<file path="src/rtl/register_file_pkg.sv">
// Shared sizing defaults and types for the scoreboarded register file.
package register_file_pkg;

    localparam int unsigned DataWidth    = 32;
    localparam int unsigned RegAddrWidth = 5;
    localparam int unsigned PendWidth    = 2;
    localparam int unsigned NumRegs      = 2 ** RegAddrWidth;

    typedef logic [RegAddrWidth-1:0] reg_idx_t;
    typedef logic [DataWidth-1:0]    reg_data_t;
    typedef logic [PendWidth-1:0]    pend_cnt_t;

    localparam pend_cnt_t PEND_MAX = '1;

endpackage

</file>
<file path="src/rtl/rf_pend_counter.sv">
// Per-register in-flight write counter: saturating increment, underflow-safe
// decrement, and a clear that overrides both.
module rf_pend_counter #(
    parameter int unsigned PendWidth = register_file_pkg::PendWidth
) (
    input  logic                 clk,
    input  logic                 rst_n,
    input  logic                 inc,
    input  logic                 dec,
    input  logic                 clr,
    output logic [PendWidth-1:0] cnt,
    output logic                 is_max,
    output logic                 underflow
);

    localparam logic [PendWidth-1:0] CntMax = '1;
    localparam logic [PendWidth-1:0] CntOne = 1;

    logic [PendWidth-1:0] cnt_q, cnt_d;

    always_comb begin
        cnt_d     = cnt_q;
        underflow = 1'b0;
        if (clr) begin
            cnt_d = '0;
        end else if (inc && !dec) begin
            if (cnt_q != CntMax) begin
                cnt_d = cnt_q + CntOne;
            end
        end else if (dec && !inc) begin
            // A retire with nothing outstanding is reported, never wrapped.
            if (cnt_q == '0) begin
                underflow = 1'b1;
            end else begin
                cnt_d = cnt_q - CntOne;
            end
        end
    end

    always_ff @(posedge clk) begin
        if (!rst_n) begin
            cnt_q <= '0;
        end else begin
            cnt_q <= cnt_d;
        end
    end

    assign cnt    = cnt_q;
    assign is_max = (cnt_q == CntMax);

endmodule

</file>
<file path="src/rtl/register_file_sb.sv">
// Architectural register file with write bypass and a per-register scoreboard
// that stalls issue on read-after-write hazards and pending-counter overflow.
module register_file_sb #(
    parameter int unsigned DataWidth    = register_file_pkg::DataWidth,
    parameter int unsigned RegAddrWidth = register_file_pkg::RegAddrWidth,
    parameter int unsigned PendWidth    = register_file_pkg::PendWidth
) (
    input  logic                    clk,
    input  logic                    rst_n,
    input  logic                    wb_en,
    input  logic [RegAddrWidth-1:0] writeBack_reg,
    input  logic [DataWidth-1:0]    WriteBackData,
    input  logic [RegAddrWidth-1:0] rs1_addr,
    input  logic [RegAddrWidth-1:0] rs2_addr,
    output logic [DataWidth-1:0]    rs1_data,
    output logic [DataWidth-1:0]    rs2_data,
    input  logic                    issue_valid,
    input  logic                    issue_wr,
    input  logic [RegAddrWidth-1:0] issue_rd,
    input  logic                    issue_use_rs1,
    input  logic                    issue_use_rs2,
    output logic                    issue_ready,
    input  logic                    flush,
    output logic                    sb_underflow
);

    localparam int unsigned NumRegs = 2 ** RegAddrWidth;
    localparam logic [PendWidth-1:0] CntOne = 1;

    logic [DataWidth-1:0] regs_q [NumRegs];
    logic [PendWidth-1:0] cnt    [NumRegs];
    logic [NumRegs-1:0]   cnt_max;
    logic [NumRegs-1:0]   uf_pulse;
    logic                 wb_commit;
    logic                 issue_fire;
    logic                 haz_rs1, haz_rs2, rd_full;
    logic                 uf_q;

    assign wb_commit = wb_en && (writeBack_reg != '0);

    // Storage; x0 is held at zero and never written.
    always_ff @(posedge clk) begin
        if (!rst_n) begin
            for (int i = 0; i < NumRegs; i++) begin
                regs_q[i] <= '0;
            end
        end else if (wb_commit) begin
            regs_q[writeBack_reg] <= WriteBackData;
        end
    end

    always_comb begin
        rs1_data = regs_q[rs1_addr];
        if (rs1_addr == '0) begin
            rs1_data = '0;
        end else if (wb_en && (writeBack_reg == rs1_addr)) begin
            rs1_data = WriteBackData;
        end
    end

    always_comb begin
        rs2_data = regs_q[rs2_addr];
        if (rs2_addr == '0) begin
            rs2_data = '0;
        end else if (wb_en && (writeBack_reg == rs2_addr)) begin
            rs2_data = WriteBackData;
        end
    end

    // Index 0 has no counter: it can never be pending.
    assign cnt[0]      = '0;
    assign cnt_max[0]  = 1'b0;
    assign uf_pulse[0] = 1'b0;

    for (genvar r = 1; r < NumRegs; r++) begin : g_cnt
        logic inc_r, dec_r;

        assign inc_r = issue_fire && (issue_rd == RegAddrWidth'(r));
        assign dec_r = wb_en && (writeBack_reg == RegAddrWidth'(r));

        rf_pend_counter #(
            .PendWidth (PendWidth)
        ) u_cnt (
            .clk       (clk),
            .rst_n     (rst_n),
            .inc       (inc_r),
            .dec       (dec_r),
            .clr       (flush),
            .cnt       (cnt[r]),
            .is_max    (cnt_max[r]),
            .underflow (uf_pulse[r])
        );
    end

    // A single outstanding write retiring this cycle is covered by the bypass.
    always_comb begin
        haz_rs1 = issue_use_rs1 && (rs1_addr != '0) && (cnt[rs1_addr] != '0);
        if ((cnt[rs1_addr] == CntOne) && wb_en && (writeBack_reg == rs1_addr)) begin
            haz_rs1 = 1'b0;
        end
        haz_rs2 = issue_use_rs2 && (rs2_addr != '0) && (cnt[rs2_addr] != '0);
        if ((cnt[rs2_addr] == CntOne) && wb_en && (writeBack_reg == rs2_addr)) begin
            haz_rs2 = 1'b0;
        end
        rd_full = issue_wr && (issue_rd != '0) && cnt_max[issue_rd];
    end

    assign issue_ready = !(haz_rs1 || haz_rs2 || rd_full);
    assign issue_fire  = issue_valid && issue_ready && issue_wr;

    always_ff @(posedge clk) begin
        if (!rst_n) begin
            uf_q <= 1'b0;
        end else if (|uf_pulse) begin
            uf_q <= 1'b1;
        end
    end

    assign sb_underflow = uf_q;

endmodule

</file>
<file path="config.mk">
export PLATFORM = sky130hd
export DESIGN_NAME = register_file_sb
export DESIGN_NICKNAME = d
export VERILOG_FILES = /design/src/rtl/register_file_pkg.sv /design/src/rtl/rf_pend_counter.sv /design/src/rtl/register_file_sb.sv
export SDC_FILE = /design/constraint.sdc
export NUM_CORES = 2
export LEC_CHECK = 0
export CORE_ASPECT_RATIO = 0.5
export CORE_MARGIN = 5
export CORE_UTILIZATION = 50
export CTS_BUF_LIST = sky130_fd_sc_hd__clkbuf_2
export DETAILED_ROUTE_END_ITERATION = 8
export GPL_TIMING_DRIVEN = 0
export HOLD_SLACK_MARGIN = 0.02
export PLACE_DENSITY = 0.7
export SLEW_MARGIN = 30
export SYNTH_ARGS = -nofsm -noshare
export SYNTH_HDL_FRONTEND = slang
export SYNTH_SLANG_ARGS = --single-unit
</file>
<file path="constraint.sdc">
create_clock -name clk -period 11.65 [get_ports clk]
set_input_delay 2.33 -clock clk [delete_from_list [all_inputs] [get_ports clk]]
set_output_delay 2.33 -clock clk [all_outputs]
set_load 0.1 [all_outputs]
</file>
* Word-level counts from Yosys, hierarchy flattened
Memory sizes are Yosys's and may differ from the RTL's. Cells that the tools add are included.
Word-level totals: input bits 60, RAM bits 1024, register bits after elaboration 63, output and inout bits 66, word-level logic and storage cells 868, memories kept 1
Operators by class: muxes and demuxes 269, equal/unequal tests 190, bitwise logic cells 3, order comparisons 3, reductions and logical operators 308, add/sub/neg operators 62
Memories:
- regs_q | depth 32, width 32, read ports 2, clocked after memory_dff 0, wr ports 32, line register_file_sb.sv:30 | logic [DataWidth-1:0] regs_q [NumRegs];
Operators by type and width (count):
- $mux W2 | 128
- $eq A5 B5 Y1 const B | 32
- $mux W32 | 5
- $logic_and A1 B1 Y1 | 139
- $mux W1 | 132
- $ne A2 B2 Y1 const B | 62
- $reduce_and A3 Y1 | 31
- $eq A5 B4 Y1 const B | 16
- $reduce_bool A2 Y1 | 33
- $logic_not A1 Y1 | 63
- $add A2 B1 Y2 const B | 31
- $eq A2 B2 Y1 const B | 31
- $logic_not A2 Y1 | 31
- $ne A2 B1 Y1 const B | 31
- $sub A2 B1 Y2 const B | 31
- $eq A5 B3 Y1 const B | 8
- $reduce_or A32 Y1 | 1
- $reduce_or A31 Y1 | 1
- $bmux W2 S5 | 2
- $eq A5 B2 Y1 const B | 4
- $reduce_bool A5 Y1 | 4
- $ge A6 B6 Y1 const B | 2
- $not A5 Y6 | 2
- $eq A5 B1 Y1 const B | 2
- 9 further kinds | 13

* Longest topological paths before layout
depth after elaboration 20, depth in mapped cells 16, gate-level depth less buffers 11

* By module
A second synthesis with hierarchy kept.
Unflattened totals: cells, all modules 4252, area total of the unflattened synthesis 61806.8 um2
By module, submodules not included:
- register_file_sb | instances 1, area an instance 57152.3 um2, sequential area each 30769.5 um2, cells an instance 3694
- rf_pend_counter | instances 31, area an instance 150.1 um2, sequential area each 40.0 um2, cells an instance 18

* Worst setup path before layout
Ideal clock, no wire load.
path type input-to-output, start point in rs2_addr[1], end point out rs2_data[10], required time 9.320 ns, data arrival time 6.783 ns, slack 2.537 ns, stages 9, cell sequence buf_2 -> buf_2 -> buf_1 -> buf_2 -> buf_1 -> buf_2 -> mux2i_1 -> mux4_2 -> a211oi_1
On the way: word-level cells in the longest chain between the ends 4, elaborated cells between the ends (all ways) 6
RTL lines:
- start, declared | line register_file_sb.sv:14 | input logic [RegAddrWidth-1:0] rs2_addr,
- parallel branches: the longest is 3 deep, another holds $mem_v2 Z32 W32
- $mux W32 * | line register_file_sb.sv:63 | if (rs2_addr == '0) begin
- end, declared | line register_file_sb.sv:16 | output logic [DataWidth-1:0] rs2_data,
Mark *: on every way between the ends.

* Worst setup path in the final report
start point in rs2_addr[0], end point out rs2_data[6]
Same word-level chain as after synthesis.

==> reports/results.ini <==
[timing]
max_freq_mhz=90.1
tns_ps=0
period_minus_slack_ps=11090
worst_pin_slew_ps=1260
finalHoldViolations=0
period_share=0.952
rsz0062_at_grt=false
final_max_slew_viol_count=0
finClkSkew_ps=122
setup_viol=0
slew_headroom=0.160
hold_slack_ps=569

[drt]
m1WireLength_um=85700
firstDrtPassIters=7
drtIter0Drc=7261
wl_per_cell_um=37.3
met3_wirelength_um=46200
vias_per_cell=6.89
num_vias=44300
routed_wl_um=240000
wl_met2_um=99700
drc_errors=0
ant_nets=0
highest_layer=met5

[yosys]
synthFlopType=edfxtp_1
ys_ff_latch=1087
synth_cells=4174
synth_top_area_cell=edfxtp_1
async_flop_share=0
synth_area_um2=60300
ys_warn_count=0
yosys-top-cells-area=edfxtp_1 51%, mux4_2 24%, and2_1 9.7%
syn_area_per_cell_um2=14.4
netlist-cell-type-count=63
ys_seq_area_frac=0.531
synth_enable_flop_cells=1024
synth.top_cell.area_share=0.510

[floorplan]
core_um2=120000
rows=90
start_util=0.502
ios=126
die_y_um=256
fp.dieW_um=501
die-area_um2=128000

[critical_path]
end_kind=output port
worstPathMaxFanout=11
critPathArrivalTime_ps=8760
start_kind=input port
criticalPathCategory=in -> out
crit_required_ps=9320

[power]
switching_share=0.333
power_frac_seq=0.507
cellPowerDensity_nw_per_um2=134
p_clk_frac=0.288
vdd_drop_max_uv=117
power_frac_comb=0.205
p_sw_w=0.00301
p_leak_nw=23.3
p_int_w=0.00602

[cts]
clock_path_buffers=3
postCtsSetupRepairBufs=0
cts_root_buf=clkbuf_2
cts_buffers=241
clkSlewWorstSetupHoldPaths_ps=90
htree_levels=4
tritoncts=built
cts.sinks=1087
cts-resized-gates=0
worstSkewPairLatency_ps=1800
hold_buffers=0

[worst_hold_path]
worstHoldPathType=reg -> reg

[grt]
grt_pass1_vias=42600
grt.total_usage=0.371
grt_max_degree=34
gr-total-overflow=0
grt_antenna_before_repair=23
grt_pass1_wl_um=328000

[cells_and_area]
layout_common_cells=1024 x edfxtp_1, 932 x and2_1, 643 x mux4_2
nets=4679
final_area_um2=67400
final_common_cell=edfxtp_1
syn_to_final_growth_pct=11.9
layout-drive-gt1-share=0.266
fillCellCount=9792
final_util=0.561

[placed_design]
io_buffers=116
place_area_um2=65100
dp_hpwl_um=184000
gp_congestion=1.01

[run]
cap_viol_max_count=0

[status]
outcome=finished clean

==> sequential cells by signal, summed over array words and instances, names as in the netlist <==
register,cells
g_cnt.u_cnt.cnt,62
regs_q,1024
sb_underflow,1
==> kinds of logic (layout without fill, tap and decap cells) <==
family / count (synthesis) / count (layout) / synth area share
other: 1 / 45 / 0.0000622
multiplexers: 739 / 739 / 0.256
AO/OA/AOI/OAI: 379 / 379 / 0.0388
XOR/XNOR: 11 / 11 / 0.00160
buffers and inverters: 461 / 1068 / 0.0301
AND/OR/NAND/NOR: 1496 / 1496 / 0.142
flip-flops: 1087 / 1087 / 0.531
==> routing by layer <==
metal,vias up,track usage
met4,33,0.109
met3,530,0.225
met5,-,0.0426
li1,17200,-
met2,3813,0.516
met1,22800,0.484
==> critical path, cell delays in order <==
cell	delay, ps
clkdlybuf4s50_1	680
buf_2	360
buf_2	360
clkbuf_1	790
buf_2	720
buf_2	560
mux4_2	310
mux2i_1	60
a21oi_1	370
mux2i_1	130
a211oi_1	770
clkdlybuf4s50_1	1280
==> cells in the mapped netlist, types with 8 or more instances <==
cell      number
a211oi_1      93
a21oi_1      102
a31oi_1       21
and2_1       932
and3_1        69
buf_1         36
buf_2         47
clkbuf_1     346
dfxtp_1       63
edfxtp_1    1024
inv_1         27
mux2i_1       92
mux4_2       643
nand2_1      126
nand2b_1      17
nand3_1       41
nand3b_1      10
nand4_1        8
nor2_1       169
nor2b_1       27
nor3_1        52
o21a_1        16
o21ai_0      100
or2_2          9
or3_1          8
==> cell type report <==
class	instances	area [um^2]	share of cell area
Antenna cell	13	32.5	0.000482
Buffer	433	1800	0.0268
Clock buffer	373	1870	0.0277
Clock inverter	63	388	0.00575
Inverter	28	108	0.00160
Multi-Input combinational cell	2657	26900	0.399
Sequential cell	1087	32000	0.475
Tap cell	1610	2010	0.0299
Timing Repair Buffer	171	2310	0.0343
==> power groups by stage <==
| stage | Clock, W | Combinational [W] | Sequential, W |
|---|---|---|---|
| after CTS | 0.00257 | 0.00177 | 0.00457 |
| after global routing | 0.00278 | 0.00186 | 0.00459 |
| after floorplan | 0 | 0.00107 | 0.00463 |
| final | 0.00260 | 0.00185 | 0.00457 |
| after detailed placement | 0 | 0.00177 | 0.00466 |
| after global placement | 0 | 0.00170 | 0.00465 |
==> metrics by stage <==
stage / std cells / setup slack (ps) / total power (W)
2_1_floorplan: 4205 / 2540 / 0.00569
3_3_place_gp: 5931 / 154 / 0.00635
3_5_place_dp: 5986 / 778 / 0.00642
4_1_cts: 6422 / 757 / 0.00891
5_1_grt: 6431 / 581 / 0.00922
6_report: 6435 / 556 / 0.00902
==> path summary, 6_finish.rpt <==
path,slack (ps),start,cells past startpoint,endpoint
worst max register to register,7640,g_cnt[7].u_cnt.cnt[0],13,sb_underflow
worst min register to register,570,g_cnt[1].u_cnt.cnt[1],2,g_cnt[1].u_cnt.cnt[1]
worst max-delay path,560,rs2_addr[0],12,rs2_data[6]
worst min-delay path,570,g_cnt[1].u_cnt.cnt[1],2,g_cnt[1].u_cnt.cnt[1]
(Power assumes the default switching activity.)
